File: config.mk
export PLATFORM = sky130hd
export DESIGN_NAME = ahb_slave_mux_decoder_flat
export DESIGN_NICKNAME = d
export VERILOG_FILES = /design/src/rtl/ahb_slave_mux_decoder_pkg.sv /design/src/rtl/ahb_slave_mux_decoder_if.sv /design/src/rtl/ahb_slave_mux_decoder_default_slave.sv /design/src/rtl/ahb_slave_mux_decoder.sv /design/src/flat_wrapper.sv
export SDC_FILE = /design/constraint.sdc
export NUM_CORES = 1
export LEC_CHECK = 0
export ABC_CLOCK_PERIOD_IN_PS = 2400
export BUFFER_PORTS_ARGS = -buffer_cell sky130_fd_sc_hd__buf_2
export CORE_ASPECT_RATIO = 0.8
export CORE_MARGIN = 10
export CORE_UTILIZATION = 29
export CTS_BUF_LIST = sky130_fd_sc_hd__clkbuf_4 sky130_fd_sc_hd__clkbuf_8 sky130_fd_sc_hd__clkbuf_16
export CTS_CLUSTER_SIZE = 12
export DETAILED_ROUTE_END_ITERATION = 7
export GPL_TIMING_DRIVEN = 0
export PLACE_DENSITY = 0.86
export SLEW_MARGIN = 10
export SYNTH_ARGS = -nofsm -noshare
export SYNTH_HDL_FRONTEND = slang
export SYNTH_SLANG_ARGS = --single-unit
File: constraint.sdc
create_clock -name HCLK -period 2.4 [get_ports HCLK]
set_input_delay 0.12 -clock HCLK [delete_from_list [all_inputs] [get_ports HCLK]]
set_output_delay 0.12 -clock HCLK [all_outputs]
set_load 0.005 [all_outputs]
File: src/rtl/ahb_slave_mux_decoder_pkg.sv
// Shared AHB-Lite types and constants for the slave-side mux/decoder and its
// built-in default slave.
package ahb_pkg;

  typedef enum logic [1:0] {
    IDLE   = 2'd0,
    BUSY   = 2'd1,
    NONSEQ = 2'd2,
    SEQ    = 2'd3
  } htrans_t;

  localparam logic HRESP_OKAY  = 1'b0;
  localparam logic HRESP_ERROR = 1'b1;

  typedef enum logic [1:0] {
    DS_OKAY = 2'd0,
    DS_ERR1 = 2'd1,
    DS_ERR2 = 2'd2
  } ds_state_t;

  // NONSEQ and SEQ are the only transfer types that demand a real response.
  function automatic logic is_active(input logic [1:0] trans);
    return (trans == NONSEQ) || (trans == SEQ);
  endfunction

endpackage

File: src/rtl/ahb_slave_mux_decoder_if.sv
// Bus bundle between the master side, the slave array and the mux/decoder.
// The slave modport is the mux/decoder's view; master is the surrounding fabric.
interface ahb_slave_mux_decoder_if #(
  parameter int NUM_SLAVES = 4,
  parameter int ADDR_WIDTH = 32,
  parameter int DATA_WIDTH = 32
);

  logic [ADDR_WIDTH-1:0]            HADDR;
  logic [1:0]                       HTRANS;
  logic                             HREADY;
  logic [DATA_WIDTH-1:0]            HRDATA;
  logic                             HRESP;
  logic [NUM_SLAVES-1:0]            s_HSEL;
  logic [NUM_SLAVES*DATA_WIDTH-1:0] s_HRDATA;
  logic [NUM_SLAVES-1:0]            s_HRESP;
  logic [NUM_SLAVES-1:0]            s_HREADYOUT;

  modport slave (
    input  HADDR, HTRANS, s_HRDATA, s_HRESP, s_HREADYOUT,
    output HREADY, HRDATA, HRESP, s_HSEL
  );

  modport master (
    output HADDR, HTRANS, s_HRDATA, s_HRESP, s_HREADYOUT,
    input  HREADY, HRDATA, HRESP, s_HSEL
  );

endinterface

File: src/rtl/ahb_slave_mux_decoder_default_slave.sv
// Default slave for unmapped space: two-cycle ERROR for active transfers,
// zero-wait OKAY otherwise. AHB_MUX_ERR_CNT_EN adds a saturating error counter.
module ahb_default_slave
  import ahb_pkg::*;
(
  input  logic       clk,
  input  logic       rst_n,
  input  logic       hready,
  input  logic       miss,
  input  logic [1:0] htrans,
  output logic       ds_hready,
  output logic       ds_hresp
`ifdef AHB_MUX_ERR_CNT_EN
  ,
  output logic [15:0] err_count
`endif
);

  ds_state_t state_r;
  ds_state_t state_s;
  logic      start_err_s;

  assign start_err_s = hready && miss && is_active(htrans);

  // State register
  always_ff @(posedge clk or negedge rst_n) begin
    if (!rst_n) begin
      state_r <= DS_OKAY;
    end else begin
      state_r <= state_s;
    end
  end

  // Next state and Moore response outputs
  always_comb begin
    state_s   = state_r;
    ds_hready = 1'b1;
    ds_hresp  = HRESP_OKAY;
    case (state_r)
      DS_OKAY: begin
        if (start_err_s) begin
          state_s = DS_ERR1;
        end else begin
          state_s = DS_OKAY;
        end
      end
      DS_ERR1: begin
        ds_hready = 1'b0;
        ds_hresp  = HRESP_ERROR;
        state_s   = DS_ERR2;
      end
      DS_ERR2: begin
        ds_hresp = HRESP_ERROR;
        if (start_err_s) begin
          state_s = DS_ERR1;
        end else begin
          state_s = DS_OKAY;
        end
      end
      default: begin
        state_s = DS_OKAY;
      end
    endcase
  end

`ifdef AHB_MUX_ERR_CNT_EN
  // Count entries into DS_ERR1, saturating at all-ones
  always_ff @(posedge clk or negedge rst_n) begin
    if (!rst_n) begin
      err_count <= 16'h0000;
    end else if ((state_s == DS_ERR1) && (state_r != DS_ERR1) && (err_count != 16'hFFFF)) begin
      err_count <= err_count + 16'h0001;
    end else begin
      err_count <= err_count;
    end
  end
`endif

endmodule

File: src/rtl/ahb_slave_mux_decoder.sv
// AHB-Lite slave-side decoder and data-phase response mux with a built-in
// default slave. Optional AHB_MUX_ERR_CNT_EN exposes the default-slave error count.
module ahb_slave_mux_decoder
  import ahb_pkg::*;
#(
  parameter int                    NUM_SLAVES       = 4,
  parameter int                    ADDR_WIDTH       = 32,
  parameter int                    DATA_WIDTH       = 32,
  parameter int                    SLAVE_ADDR_SPACE = 10,
  parameter logic [ADDR_WIDTH-1:0] BASE_ADDR        = '0
) (
  input  logic                    HCLK,
  input  logic                    HRESETn,
  ahb_slave_mux_decoder_if.slave  bus
`ifdef AHB_MUX_ERR_CNT_EN
  ,
  output logic [15:0]             err_count
`endif
);

  localparam int               SEL_W        = $clog2(NUM_SLAVES + 1);
  localparam logic [SEL_W-1:0] DSEL_DEFAULT = SEL_W'(NUM_SLAVES);

  logic [ADDR_WIDTH-1:0] off_s;
  logic [ADDR_WIDTH-1:0] idx_s;
  logic                  hit_s;
  logic [NUM_SLAVES-1:0] hsel_s;
  logic [SEL_W-1:0]      target_s;
  logic [SEL_W-1:0]      dsel_r;
  logic [DATA_WIDTH-1:0] hrdata_s;
  logic                  hresp_s;
  logic                  hready_s;
  logic                  slv_hresp_s;
  logic                  slv_hready_s;
  logic                  sel_i_s;
  logic                  ds_hready_s;
  logic                  ds_hresp_s;

  // Address-phase decode; addresses below BASE_ADDR wrap and must not alias a region
  always_comb begin
    off_s  = bus.HADDR - BASE_ADDR;
    idx_s  = off_s >> SLAVE_ADDR_SPACE;
    hit_s  = (bus.HADDR >= BASE_ADDR) && (idx_s < ADDR_WIDTH'(NUM_SLAVES));
    hsel_s = '0;
    for (int i = 0; i < NUM_SLAVES; i++) begin
      hsel_s[i] = hit_s && (idx_s == ADDR_WIDTH'(i));
    end
    if (hit_s) begin
      target_s = idx_s[SEL_W-1:0];
    end else begin
      target_s = DSEL_DEFAULT;
    end
  end

  // Data-phase select: advances only when the current data phase completes
  always_ff @(posedge HCLK or negedge HRESETn) begin
    if (!HRESETn) begin
      dsel_r <= DSEL_DEFAULT;
    end else if (hready_s) begin
      dsel_r <= target_s;
    end else begin
      dsel_r <= dsel_r;
    end
  end

  // Response mux keyed on the registered data-phase select
  always_comb begin
    hrdata_s     = '0;
    slv_hresp_s  = 1'b0;
    slv_hready_s = 1'b0;
    sel_i_s      = 1'b0;
    for (int i = 0; i < NUM_SLAVES; i++) begin
      sel_i_s      = (dsel_r == SEL_W'(i));
      hrdata_s     = hrdata_s | ({DATA_WIDTH{sel_i_s}} & bus.s_HRDATA[i*DATA_WIDTH +: DATA_WIDTH]);
      slv_hresp_s  = slv_hresp_s | (sel_i_s & bus.s_HRESP[i]);
      slv_hready_s = slv_hready_s | (sel_i_s & bus.s_HREADYOUT[i]);
    end
    if (dsel_r < DSEL_DEFAULT) begin
      hresp_s  = slv_hresp_s;
      hready_s = slv_hready_s;
    end else begin
      hresp_s  = ds_hresp_s;
      hready_s = ds_hready_s;
    end
  end

  ahb_default_slave u_ds (
    .clk       (HCLK),
    .rst_n     (HRESETn),
    .hready    (hready_s),
    .miss      (!hit_s),
    .htrans    (bus.HTRANS),
    .ds_hready (ds_hready_s),
    .ds_hresp  (ds_hresp_s)
`ifdef AHB_MUX_ERR_CNT_EN
    ,
    .err_count (err_count)
`endif
  );

  assign bus.s_HSEL = hsel_s;
  assign bus.HRDATA = hrdata_s;
  assign bus.HRESP  = hresp_s;
  assign bus.HREADY = hready_s;

endmodule

File: src/flat_wrapper.sv
// flat-port wrapper written by rule: the top's interface ports become plain ports
module ahb_slave_mux_decoder_flat import ahb_pkg::*;
#(
  parameter int                    NUM_SLAVES       = 4,
  parameter int                    ADDR_WIDTH       = 32,
  parameter int                    DATA_WIDTH       = 32,
  parameter int                    SLAVE_ADDR_SPACE = 10,
  parameter logic [ADDR_WIDTH-1:0] BASE_ADDR        = '0
)
  (HCLK, HRESETn, bus_HADDR, bus_HTRANS, bus_s_HRDATA, bus_s_HRESP, bus_s_HREADYOUT, bus_HREADY, bus_HRDATA, bus_HRESP, bus_s_HSEL);
  ahb_slave_mux_decoder_if #(.NUM_SLAVES(NUM_SLAVES), .ADDR_WIDTH(ADDR_WIDTH), .DATA_WIDTH(DATA_WIDTH)) bus_i ();
  input  logic HCLK;
  input  logic HRESETn;
  input wire logic [$bits(bus_i.HADDR)-1:0] bus_HADDR;
  input wire logic [$bits(bus_i.HTRANS)-1:0] bus_HTRANS;
  input wire logic [$bits(bus_i.s_HRDATA)-1:0] bus_s_HRDATA;
  input wire logic [$bits(bus_i.s_HRESP)-1:0] bus_s_HRESP;
  input wire logic [$bits(bus_i.s_HREADYOUT)-1:0] bus_s_HREADYOUT;
  output wire logic [$bits(bus_i.HREADY)-1:0] bus_HREADY;
  output wire logic [$bits(bus_i.HRDATA)-1:0] bus_HRDATA;
  output wire logic [$bits(bus_i.HRESP)-1:0] bus_HRESP;
  output wire logic [$bits(bus_i.s_HSEL)-1:0] bus_s_HSEL;
  assign bus_i.HADDR = bus_HADDR;
  assign bus_i.HTRANS = bus_HTRANS;
  assign bus_i.s_HRDATA = bus_s_HRDATA;
  assign bus_i.s_HRESP = bus_s_HRESP;
  assign bus_i.s_HREADYOUT = bus_s_HREADYOUT;
  assign bus_HREADY = bus_i.HREADY;
  assign bus_HRDATA = bus_i.HRDATA;
  assign bus_HRESP = bus_i.HRESP;
  assign bus_s_HSEL = bus_i.s_HSEL;
  ahb_slave_mux_decoder #(.NUM_SLAVES(NUM_SLAVES), .ADDR_WIDTH(ADDR_WIDTH), .DATA_WIDTH(DATA_WIDTH), .SLAVE_ADDR_SPACE(SLAVE_ADDR_SPACE), .BASE_ADDR(BASE_ADDR)) u_core (.HCLK(HCLK), .HRESETn(HRESETn), .bus(bus_i));
endmodule
==> results.py, run 1 <==
metrics = {
    "status": {
        "status": "finished, final reports clean",
    },
    "clock_network": {
        "cts_buffer_depth": 2,
        "root_buffer": "clkbuf_8",
        "clkSinkCount": 5,
        "clk_pin_slew_worst_paths_ps": 30,
        "cts_resized": 0,
        "cts-buffers-inserted": 3,
        "cts_tree": "done",
        "clk_latency_ps": 220,
        "cts_max_level": 1,
    },
    "timing": {
        "fmax_mhz": 510,
        "period_minus_slack_ps": 1960,
        "timing.hold.ws_ps": 206,
        "fin_crit_sh_pct": 81.7,
        "rsz0062_at_grt": "false",
        "hold_violations": 0,
        "finalMaxSlewViolations": 0,
        "fin_skew_ps": 0.581,
        "finalSetupTns_ps": 0,
        "setup_viol": 0,
        "slew_headroom_pct": 72.4,
        "worstMarginPinSlew_ps": 412,
    },
    "critical_path": {
        "cp_slowest_cell": "nor3_2",
        "end_kind": "output port",
        "worstSetupPathType": "flip-flop to output port",
        "worstPathArrival_ps": 1840,
        "max_stage_delay_ps": 370,
        "crit_fanout": 10,
        "critPathMostFrequentCell": "buf_2",
        "start_kind": "flip-flop",
        "worstPathCellList": "buf_4 -> nor3_2 -> buf_2 -> a22o_1 -> a221o_1 -> buf_2",
        "critical_path_required_ps": 2280,
    },
    "global_routing": {
        "grt_antenna_before_repair": 0,
        "grt_usage_pct": 19.2,
        "first_global_vias": 2300,
        "overflow": 0,
        "grt_pass1_wl_mm": 11.1,
        "grt_max_degree": 11,
    },
    "yosys": {
        "ys_types": 29,
        "synthesis.area_um2": 1130,
        "ys_warn_count": 0,
        "ys_ff_latch": 5,
        "synth_top_area_share_pct": 21.2,
        "seq_area_frac_synth_pct": 11.1,
        "syn_inst": 135,
        "synth_area_per_cell_um2": 8.40,
        "synth_edf_count": 0,
        "syn-num-nets": 311,
        "synthTopCellsByArea": "a221o_1 21%, a22o_1 19%, a22oi_1 11%",
        "synth_async_sr_flop_share_pct": 100,
        "ys.flop_type": "dfrtp_1",
        "yosys.area.top_type": "a221o_1",
    },
    "detailed_routing": {
        "ant_nets": 0,
        "drt-vias-per-instance": 5.16,
        "wirelength_mm": 7.15,
        "dr.pass1.iters": 4,
        "drt_iter0_markers": 61,
        "drc": 0,
        "route.vias.total": 2028,
        "avgRoutedWirePerCell_um": 18.2,
    },
    "final_layout": {
        "diodes": 0,
        "fin_nets": 515,
        "area_growth_pct": 98.7,
        "regArea_um2": 126,
        "multi_input_area_um2": 917,
        "layout-drive-gt1-share_pct": 66.3,
        "final_util_pct": 59.6,
        "fillers": 346,
    },
    "power": {
        "leakagePower_uw": 0.00137,
        "p_comb_share_pct": 49.9,
        "seqPwrFrac_pct": 20.3,
        "pwr_density_cell_nw_per_um2": 251,
        "p_switching_uw": 174,
        "ir_drop_mv": 0.314,
        "power.internal_uw": 390,
        "power_frac_clock_pct": 29.8,
        "switching_share_pct": 30.9,
    },
    "floorplanning": {
        "start_util_pct": 30.0,
        "fp.dieH_um": 75.9,
        "floorplan.die.width_um": 89.9,
        "row_count": 20,
        "num_io_pins": 210,
        "dieArea_um2": 6830,
        "core_um2": 3780,
    },
    "job": {
        "maxCapViolations": 0,
    },
    "place": {
        "gp_congestion": 0.840,
        "dp_hpwl_mm": 6.31,
        "portBuffers": 198,
    },
    "hold_path": {
        "hp-class": "input pin to flip-flop",
    },
}
routing by layer:
layer	GRT usage [%]	vias to the layer above	routed length, um
li1	-	989	-
met1	20.4	892	2720
met2	34.9	137	3590
met3	6.40	10	714
met4	6.35	0	128
met5	0	-	0
worst paths after layout:
| check | slack (ps) | cells after the start | start | to |
|---|---|---|---|---|
| setup / recovery | 440 | 6 | u_core.dsel_r[0]$_DFFE_PN0N_ | bus_HRDATA[18] |
| hold / removal | 210 | 2 | bus_HADDR[10] | u_core.dsel_r[0]$_DFFE_PN0N_ |
| setup reg to reg | 870 | 5 | u_core.dsel_r[0]$_DFFE_PN0N_ | u_core.dsel_r[1]$_DFFE_PN0N_ |
| hold reg to reg | 540 | 2 | u_core.dsel_r[2]$_DFFE_PN1N_ | u_core.dsel_r[2]$_DFFE_PN1N_ |
| max in group asynchronous | 1950 | 2 | HRESETn | u_core.dsel_r[2]$_DFFE_PN1N_ |
| min in group asynchronous | 240 | 2 | HRESETn | u_core.u_ds.state_r[0]$_DFF_PN0_ |
cells in the final DEF (no fill, tap or decap), types with 2 or more instances in the layout:
cell      synthesis  layout
a221o_1          24      24
mux2_2            2       2
ha_1              4       4
inv_1             5       5
and3_1            2       2
dfrtp_1           4       4
clkbuf_8          0       3
a22oi_1          16      16
a22o_1           24      24
nor2_1            5       5
nor4_1            5       5
nor3b_1           3       3
a32o_1            2       2
nand2_1          11      11
o31ai_1           2       2
buf_2            12     210
logic make-up after synthesis:
logic type | count (synthesis) | synth area share (%)
buffers and inverters | 19 | 7.95
flip-flops | 5 | 11.1
AO/OA/AOI/OAI | 72 | 57.1
multiplexers | 3 | 3.97
adder cells (fa/ha/maj) | 4 | 4.42
AND/OR/NAND/NOR | 32 | 15.5
registers in the layout, summed over array words and instances, names as in the netlist:
register / count
u_core.dsel_r: 3
u_core.u_ds.state_r: 2
cells in the mapped netlist (2+ instances only):
library cell / count
a221o_1: 24
a22o_1: 24
a22oi_1: 16
a32o_1: 2
and3_1: 2
buf_2: 12
dfrtp_1: 4
ha_1: 4
inv_1: 5
mux2_2: 2
nand2_1: 11
nor2_1: 5
nor3b_1: 3
nor4_1: 5
o31ai_1: 2
power groups by stage:
stage	sequential (uW)	combinational [uW]	clock, uW
after floorplan	111	103	0
after global placement	112	269	0
after detailed placement	115	283	0
after CTS	115	286	172
after global routing	117	313	176
final	115	282	168
metrics by stage:
stage                     std cells  setup WS [ps]  total power [uW]  instance area, um2
after floorplan                 135            936               215                1130
after global placement          388            678               382                2190
after detailed placement        388            665               398                2190
after CTS                       393            426               573                2250
after global routing            393            309               605                2250
final                           393            439               564                2250
layout make-up:
cell class | count | share of cell area (%)
repair buffers | 199 | 44.4
multi-input cells | 111 | 40.7
flip-flops and latches | 5 | 5.61
well taps | 55 | 3.06
plain buffers | 13 | 3.00
clock buffers | 4 | 2.17
inverters | 6 | 1.00
worst max-delay path: cells and delay by family (launching register included):
kind / cells / cell delay, ps
flip-flops: 1 / 360
buffers and inverters: 3 / 580
AO/OA/AOI/OAI: 2 / 300
AND/OR/NAND/NOR: 1 / 370
repair_timing:
item | in CTS | in global routing
setup buffers | 0 | 0
endpoints found under the setup margin | 0 | 0
hold buffers | 1 | 0
hold endpoints to repair | 5 | 0
(Power assumes the default switching activity.)
==> inputs of run 2 (changes only) <==
--- a/config.mk
+++ b/config.mk
@@ -5,16 +5,17 @@
 export SDC_FILE = /design/constraint.sdc
 export NUM_CORES = 1
 export LEC_CHECK = 0
-export ABC_CLOCK_PERIOD_IN_PS = 2400
+export ABC_AREA = 1
+export ABC_CLOCK_PERIOD_IN_PS = 2100
 export BUFFER_PORTS_ARGS = -buffer_cell sky130_fd_sc_hd__buf_2
 export CORE_ASPECT_RATIO = 0.8
 export CORE_MARGIN = 10
-export CORE_UTILIZATION = 29
+export CORE_UTILIZATION = 28
 export CTS_BUF_LIST = sky130_fd_sc_hd__clkbuf_4 sky130_fd_sc_hd__clkbuf_8 sky130_fd_sc_hd__clkbuf_16
 export CTS_CLUSTER_SIZE = 12
 export DETAILED_ROUTE_END_ITERATION = 7
 export GPL_TIMING_DRIVEN = 0
-export PLACE_DENSITY = 0.86
+export PLACE_DENSITY = 0.78
 export SLEW_MARGIN = 10
 export SYNTH_ARGS = -nofsm -noshare
 export SYNTH_HDL_FRONTEND = slang
==> constraint.sdc (replaced) <==
create_clock -name HCLK -period 2.1 [get_ports HCLK]
set_input_delay 0.105 -clock HCLK [delete_from_list [all_inputs] [get_ports HCLK]]
set_output_delay 0.105 -clock HCLK [all_outputs]
set_load 0.005 [all_outputs]
==> run 2 against run 1 <==
  * Sequential power rose by 14%
  * Area after synthesis rose by 11%
  * Hold slack improved by 21 ps
  * Register-to-register slack barely moved
  * Highest routed layer unchanged
==> results.py, run 2 <==
metrics = {
    "timing": {
        "timing.hold.ws_ps": 228,
        "hold_violations": 0,
        "slew_headroom_pct": 83.3,
        "setup_viol": 0,
        "fmax_mhz": 564,
        "worstMarginPinSlew_ps": 251,
        "rsz0062_at_grt": "false",
        "fin_crit_sh_pct": 84.4,
        "period_minus_slack_ps": 1770,
        "finalSetupTns_ps": 0,
        "finalMaxSlewViolations": 0,
        "fin_skew_ps": 3.94,
    },
    "final_layout": {
        "fillers": 450,
        "layout_commonest_cell": "buf_2",
        "final_cells": 491,
        "final_cell_mix": "205 x buf_2, 101 x nand2_1, 28 x nand3_1",
        "largest_reg_flops": 3,
        "fin_nets": 611,
        "layout-drive-gt1-share_pct": 53.5,
        "area_growth_pct": 89.1,
        "diodes": 0,
        "regMostFlops": "u_core.dsel_r",
        "reg_top3": "u_core.dsel_r: 3 flops, u_core.u_ds.state_r: 2 flops",
    },
    "yosys": {
        "syn_inst": 231,
        "synthTopCellsByArea": "nand2_1 30%, a22oi_1 12%, nand3_1 11%",
        "synth_area_per_cell_um2": 5.45,
        "synth_edf_count": 0,
        "synth_top_area_share_pct": 30.1,
        "ys_types": 22,
        "yosys.area.top_type": "nand2_1",
        "ys_warn_count": 0,
        "synthTopCellsByCount": "101 x nand2_1, 28 x nand3_1, 21 x nor2_1, 20 x a22oi_1, 11 x nand4_1",
        "ys.flop_type": "dfrtp_1",
        "synthesis.area_um2": 1260,
        "ys_ff_latch": 5,
        "synth_async_sr_flop_share_pct": 100,
        "seq_area_frac_synth_pct": 10.0,
        "yosysMostFrequentCell": "nand2_1",
        "syn-num-nets": 407,
    },
    "floorplanning": {
        "dieArea_um2": 7590,
        "row_count": 21,
        "floorplan.die.width_um": 95.0,
        "num_io_pins": 210,
        "core_um2": 4260,
        "fp.dieH_um": 80.0,
        "start_util_pct": 29.6,
    },
    "global_routing": {
        "grt_max_degree": 11,
        "grt_pass1_wl_mm": 11.4,
        "grt_antenna_before_repair": 0,
        "first_global_vias": 2230,
        "grt_usage_pct": 18.6,
        "overflow": 0,
    },
    "clock_network": {
        "root_buffer": "clkbuf_8",
        "cts-buffers-inserted": 3,
        "cts_buffer_depth": 2,
        "cts_max_level": 1,
        "clk_latency_ps": 220,
        "clk_pin_slew_worst_paths_ps": 40,
        "cts_setup_buffers": 0,
        "clkSinkCount": 5,
        "cts_tree": "done",
        "cts_resized": 0,
        "ctsHoldBuffers": 1,
    },
    "status": {
        "status": "finished, final reports clean",
    },
    "detailed_routing": {
        "avgRoutedWirePerCell_um": 16.2,
        "dr.pass1.iters": 4,
        "drc": 0,
        "drt-vias-per-instance": 4.63,
        "wirelength_mm": 7.96,
        "route.vias.total": 2272,
        "ant_nets": 0,
        "drt_iter0_markers": 98,
    },
    "critical_path": {
        "end_kind": "output port",
        "critical_path_required_ps": 2000,
        "max_stage_delay_ps": 580,
        "start_kind": "flip-flop",
        "worstPathArrival_ps": 1670,
        "worstSetupPathType": "flip-flop to output port",
        "critical-path-top-delay-family": "flip-flops",
        "worstPathCellList": "inv_2 -> nand3_1 -> inv_2 -> buf_6 -> a22oi_1 -> nand3_1 -> buf_2",
        "cp-startpoint": "u_core.dsel_r[2]$_DFFE_PN1N_",
        "crit_fanout": 10,
        "cp_slowest_cell": "dfstp_2",
        "crit-reg2reg-launch": "u_core.dsel_r[2]$_DFFE_PN1N_",
        "path_buf_inv": 4,
    },
    "place": {
        "dp_cells": 486,
        "dp_hpwl_mm": 6.96,
        "portBuffers": 198,
        "gp_congestion": 0.939,
    },
    "power": {
        "ir_drop_mv": 0.429,
        "pwr_density_cell_nw_per_um2": 274,
        "power_uw": 652,
        "leakagePower_uw": 0.00146,
    },
    "hold_path": {
        "hp-class": "input pin to asynchronous set/reset pin",
    },
    "job": {
        "maxCapViolations": 0,
    },
}
[run 2: changes by cell type after synthesis, sizes merged, moves of 3 or more]
cell   before  now
nand3       1   29
a221o      24    0
nor3        3    0
a22o       24    0
nor2        5   24
nor3b       3    0
nor4        5    0
inv         6   15
a22oi      16   25
nand2      11  101
nand4       0   11
[run 2: final cells by class]
class	instances	area (um2)	area share [%]
sequential	5	126	5.31
multi-input combinational	199	990	41.6
timing repair buffer	199	1000	42.1
clock buffer	4	48.8	2.05
tap	57	71.3	3.00
inverter	15	56.3	2.37
buffer	12	86.3	3.63
[run 2: cells by family after synthesis]
logic type | synth area share [%]
buf+inv | 11.3
compound gates | 18.4
fa+ha+maj | 3.98
simple gates | 56.3
flops | 10.0
[run 2: worst paths after layout]
kind	end	slack (ps)	cells past startpoint
setup / recovery	bus_HRDATA[18]	330	7
hold / removal	u_core.u_ds.state_r[0]$_DFF_PN0_	230	2
setup reg to reg	u_core.dsel_r[0]$_DFFE_PN0N_	860	7
hold reg to reg	u_core.u_ds.state_r[1]$_DFF_PN0_	610	1
max in group asynchronous	u_core.dsel_r[2]$_DFFE_PN1N_	1650	2
min in group HCLK	u_core.dsel_r[0]$_DFFE_PN0N_	230	5
[run 2: stage by stage]
step / utilization [%] / cell area (um2) / setup slack (ps)
after floorplan: - / 1260 / 866
after CTS: 55.9 / 2380 / 316
after detailed placement: 54.5 / 2320 / 566
final: 55.9 / 2380 / 328
after global routing: 55.9 / 2380 / 249
after global placement: 54.5 / 2320 / 582
[run 2: per-layer routing]
layer	share of wire [%]	up-vias	GRT usage, %
met5	0	-	0
met2	52	116	33.7
li1	-	1181	-
met4	0.63	0	3.73
met3	9.2	7	4.51
met1	38	968	21.5
[run 2: report_power, final]
group | internal [uW] | switching, uW | leakage, uW | total (uW)
clock | 143 | 49.8 | 0.0000262 | 193
sequential | 115 | 16.2 | 0.0000645 | 131
combinational | 184 | 143 | 0.00137 | 328
total | 443 | 209 | 0.00146 | 652
==> inputs of run 3 (changes only) <==
--- a/config.mk
+++ b/config.mk
@@ -6,16 +6,16 @@
 export NUM_CORES = 1
 export LEC_CHECK = 0
 export ABC_AREA = 1
-export ABC_CLOCK_PERIOD_IN_PS = 2100
+export ABC_CLOCK_PERIOD_IN_PS = 1500
 export BUFFER_PORTS_ARGS = -buffer_cell sky130_fd_sc_hd__buf_2
 export CORE_ASPECT_RATIO = 0.8
 export CORE_MARGIN = 10
-export CORE_UTILIZATION = 28
+export CORE_UTILIZATION = 26
 export CTS_BUF_LIST = sky130_fd_sc_hd__clkbuf_4 sky130_fd_sc_hd__clkbuf_8 sky130_fd_sc_hd__clkbuf_16
 export CTS_CLUSTER_SIZE = 12
 export DETAILED_ROUTE_END_ITERATION = 7
 export GPL_TIMING_DRIVEN = 0
-export PLACE_DENSITY = 0.78
+export PLACE_DENSITY = 0.76
 export SLEW_MARGIN = 10
 export SYNTH_ARGS = -nofsm -noshare
 export SYNTH_HDL_FRONTEND = slang
==> constraint.sdc (replaced) <==
create_clock -name HCLK -period 1.5 [get_ports HCLK]
set_input_delay 0.075 -clock HCLK [delete_from_list [all_inputs] [get_ports HCLK]]
set_output_delay 0.075 -clock HCLK [all_outputs]
set_load 0.005 [all_outputs]
==> run 3 against run 2 <==
  * Register-to-register slack got worse by 780 ps
  * Largest power group unchanged
  * Final area increased by 24%
  * Setup slack got worse by 440 ps
  * Via count increased by 8.9%
  * The flow now finishes with violations (setup timing)
  * Flip-flop and latch count unchanged
  * Combinational power increased by 51%
  * Die area increased by 5.9%
  * Sequential share of layout area decreased by 0.96 points
==> results.py, run 3 (same netlist as run 2, synthesis figures left out) <==
metrics = {
    "timing": {
        "worst_slack_ps": -112,
        "finalMaxSlewViolations": 0,
        "hold_violations": 0,
        "worstMarginPinSlew_ps": 194,
        "fmax_mhz": 621,
        "setup_viol": 34,
        "timing.hold.ws_ps": 201,
        "slew_headroom_pct": 87.0,
        "period_minus_slack_ps": 1610,
        "fin_skew_ps": 0.682,
        "rsz0062_at_grt": "true",
        "fin_crit_sh_pct": 107,
    },
    "clock_network": {
        "root_buffer": "clkbuf_8",
        "clk_latency_ps": 220,
        "cts-buffers-inserted": 3,
        "cts_buffer_depth": 2,
        "cts_tree": "done",
        "cts_max_level": 1,
        "clk_pin_slew_worst_paths_ps": 30,
        "clkSinkCount": 5,
    },
    "floorplanning": {
        "start_util_pct": 27.2,
        "floorplan.die.width_um": 97.8,
        "num_io_pins": 210,
        "fp.dieH_um": 82.2,
        "core_um2": 4620,
        "dieArea_um2": 8040,
        "row_count": 22,
    },
    "critical_path": {
        "critical-path-top-delay-family": "flip-flops",
        "worstSetupPathType": "flip-flop to output port",
        "crit_fanout": 9,
        "worstPathArrival_ps": 1540,
        "r2r_cells": 9,
        "critical_path_required_ps": 1420,
        "start_kind": "flip-flop",
        "max_stage_delay_ps": 560,
        "cp-startpoint": "u_core.dsel_r[2]$_DFFE_PN1N_",
        "cp_slowest_cell": "dfstp_2",
        "reg2reg_to": "u_core.dsel_r[1]$_DFFE_PN0N_",
        "end_kind": "output port",
        "reg2reg_slack_ps": 80,
        "path_buf_inv": 4,
        "crit-reg2reg-launch": "u_core.dsel_r[2]$_DFFE_PN1N_",
        "worstPathCellList": "inv_4 -> nand3_4 -> inv_8 -> buf_6 -> a22oi_1 -> nand3_1 -> buf_2",
    },
    "final_layout": {
        "largest_reg_flops": 3,
        "final_cell_mix": "196 x buf_2, 75 x nand2_1, 24 x nand2_2, 24 x nand3_1, 23 x a22oi_2",
        "layout_commonest_cell": "buf_2",
        "final_cells": 515,
        "diodes": 0,
        "fin_nets": 632,
        "area_growth_pct": 135,
        "layout-drive-gt1-share_pct": 66.6,
        "reg_top3": "u_core.dsel_r: 3 flops, u_core.u_ds.state_r: 2 flops",
        "regMostFlops": "u_core.dsel_r",
        "final_util_pct": 64.0,
    },
    "power": {
        "p_comb_share_pct": 52.4,
        "seqPwrFrac_pct": 19.5,
        "switching_share_pct": 33.0,
        "ir_drop_mv": 0.631,
        "leakagePower_uw": 0.00168,
        "power.internal_uw": 634,
        "pwr_density_cell_nw_per_um2": 319,
        "power_frac_clock_pct": 28.0,
        "p_switching_uw": 312,
    },
    "global_routing": {
        "busiest_layer": "met2",
        "use_met1_pct": 20.3,
        "grt_max_degree": 11,
        "grt_usage_pct": 18.7,
        "first_global_vias": 2550,
        "grtUsageMet2_pct": 36.3,
        "grt_use_met3_pct": 4.98,
        "grt_antenna_before_repair": 0,
        "overflow": 0,
        "grt_pass1_wl_mm": 12.5,
    },
    "detailed_routing": {
        "drt_iter0_markers": 84,
        "avgRoutedWirePerCell_um": 16.7,
        "ant_nets": 0,
        "wirelength_mm": 8.61,
        "drc": 0,
        "dr.pass1.iters": 4,
        "drt-vias-per-instance": 4.81,
        "route.vias.total": 2475,
    },
    "job": {
        "maxCapViolations": 0,
    },
    "status": {
        "violations": "setup timing",
        "status": "finished, violations left",
    },
    "hold_path": {
        "hold_path_depth": 5,
        "hp-class": "input pin to flip-flop",
        "hold_end": "u_core.u_ds.state_r[0]$_DFF_PN0_",
        "worstHoldStart": "bus_HTRANS[1]",
    },
    "place": {
        "gp_congestion": 0.857,
        "dp_slack_ps": 4.07,
        "dp_cells": 489,
        "dp_hpwl_mm": 6.71,
        "portBuffers": 198,
    },
}
-- run 3: cell types whose count changed in the layout (fill, tap and decap cells not counted), sizes merged --
| cell | delta |
|---|---|
| buf | +20 |
| clkbuf | +1 |
-- run 3: repair_timing --
item / in CTS / in global routing
hold buffers: 1 / 0
hold endpoints to repair: 5 / 0
buffers inserted: 10 / 1
gates resized for setup: 101 / 5
cloned: 10 / 0
setup endpoints to repair: 33 / 34
pin swaps: 24 / 4
-- run 3: layout make-up --
type                    instances  area, um2
plain buffers                  12        164
clock buffers                   4       48.8
fillers                       456       1660
inverters                      15       86.3
multi-input cells             199       1190
flip-flops and latches          5        129
well taps                      60       75.1
repair buffers                220       1260
-- run 3: layer usage --
metal  vias to the layer above  routed length, um
met2                       123               4640
met5                         -                  0
met3                        15                690
met1                      1107               3140
met4                         0                134
li1                       1230                  -
-- run 3: worst max path at each step --
| stage | end | slack, ps | cells past startpoint |
|---|---|---|---|
| after CTS | bus_HRDATA[0] | -80 | 8 |
| final | bus_HRDATA[8] | -110 | 7 |
| after global routing | bus_HRDATA[8] | -170 | 7 |
| after global placement | bus_HRDATA[22] | 20 | 7 |
| after floorplan | bus_HRDATA[29] | 300 | 6 |
| after detailed placement | bus_HRDATA[22] | 4 | 7 |
-- run 3: metrics by stage --
| step | cell area (um2) | setup TNS, ps | power [uW] |
|---|---|---|---|
| floorplan | 1260 | 0 | 350 |
| global placement | 2320 | 0 | 623 |
| detailed placement | 2320 | 0 | 640 |
| CTS | 2930 | -2020 | 927 |
| global route | 2960 | -4640 | 1030 |
| finish | 2960 | -2330 | 946 |
-- run 3: tightest hold or removal path: cells and delay by family --
family	cells	cell delay [ps]
buffers and inverters	2	140
and+or+nand+nor	3	170
-- run 3: power groups by stage --
| stage | clock [uW] | combinational [uW] | sequential [uW] |
|---|---|---|---|
| 5_1_grt | 279 | 560 | 188 |
| 3_3_place_gp | 0 | 441 | 182 |
| 3_5_place_dp | 0 | 454 | 186 |
| 6_report | 265 | 496 | 185 |
| 2_1_floorplan | 0 | 171 | 179 |
| 4_1_cts | 268 | 475 | 184 |
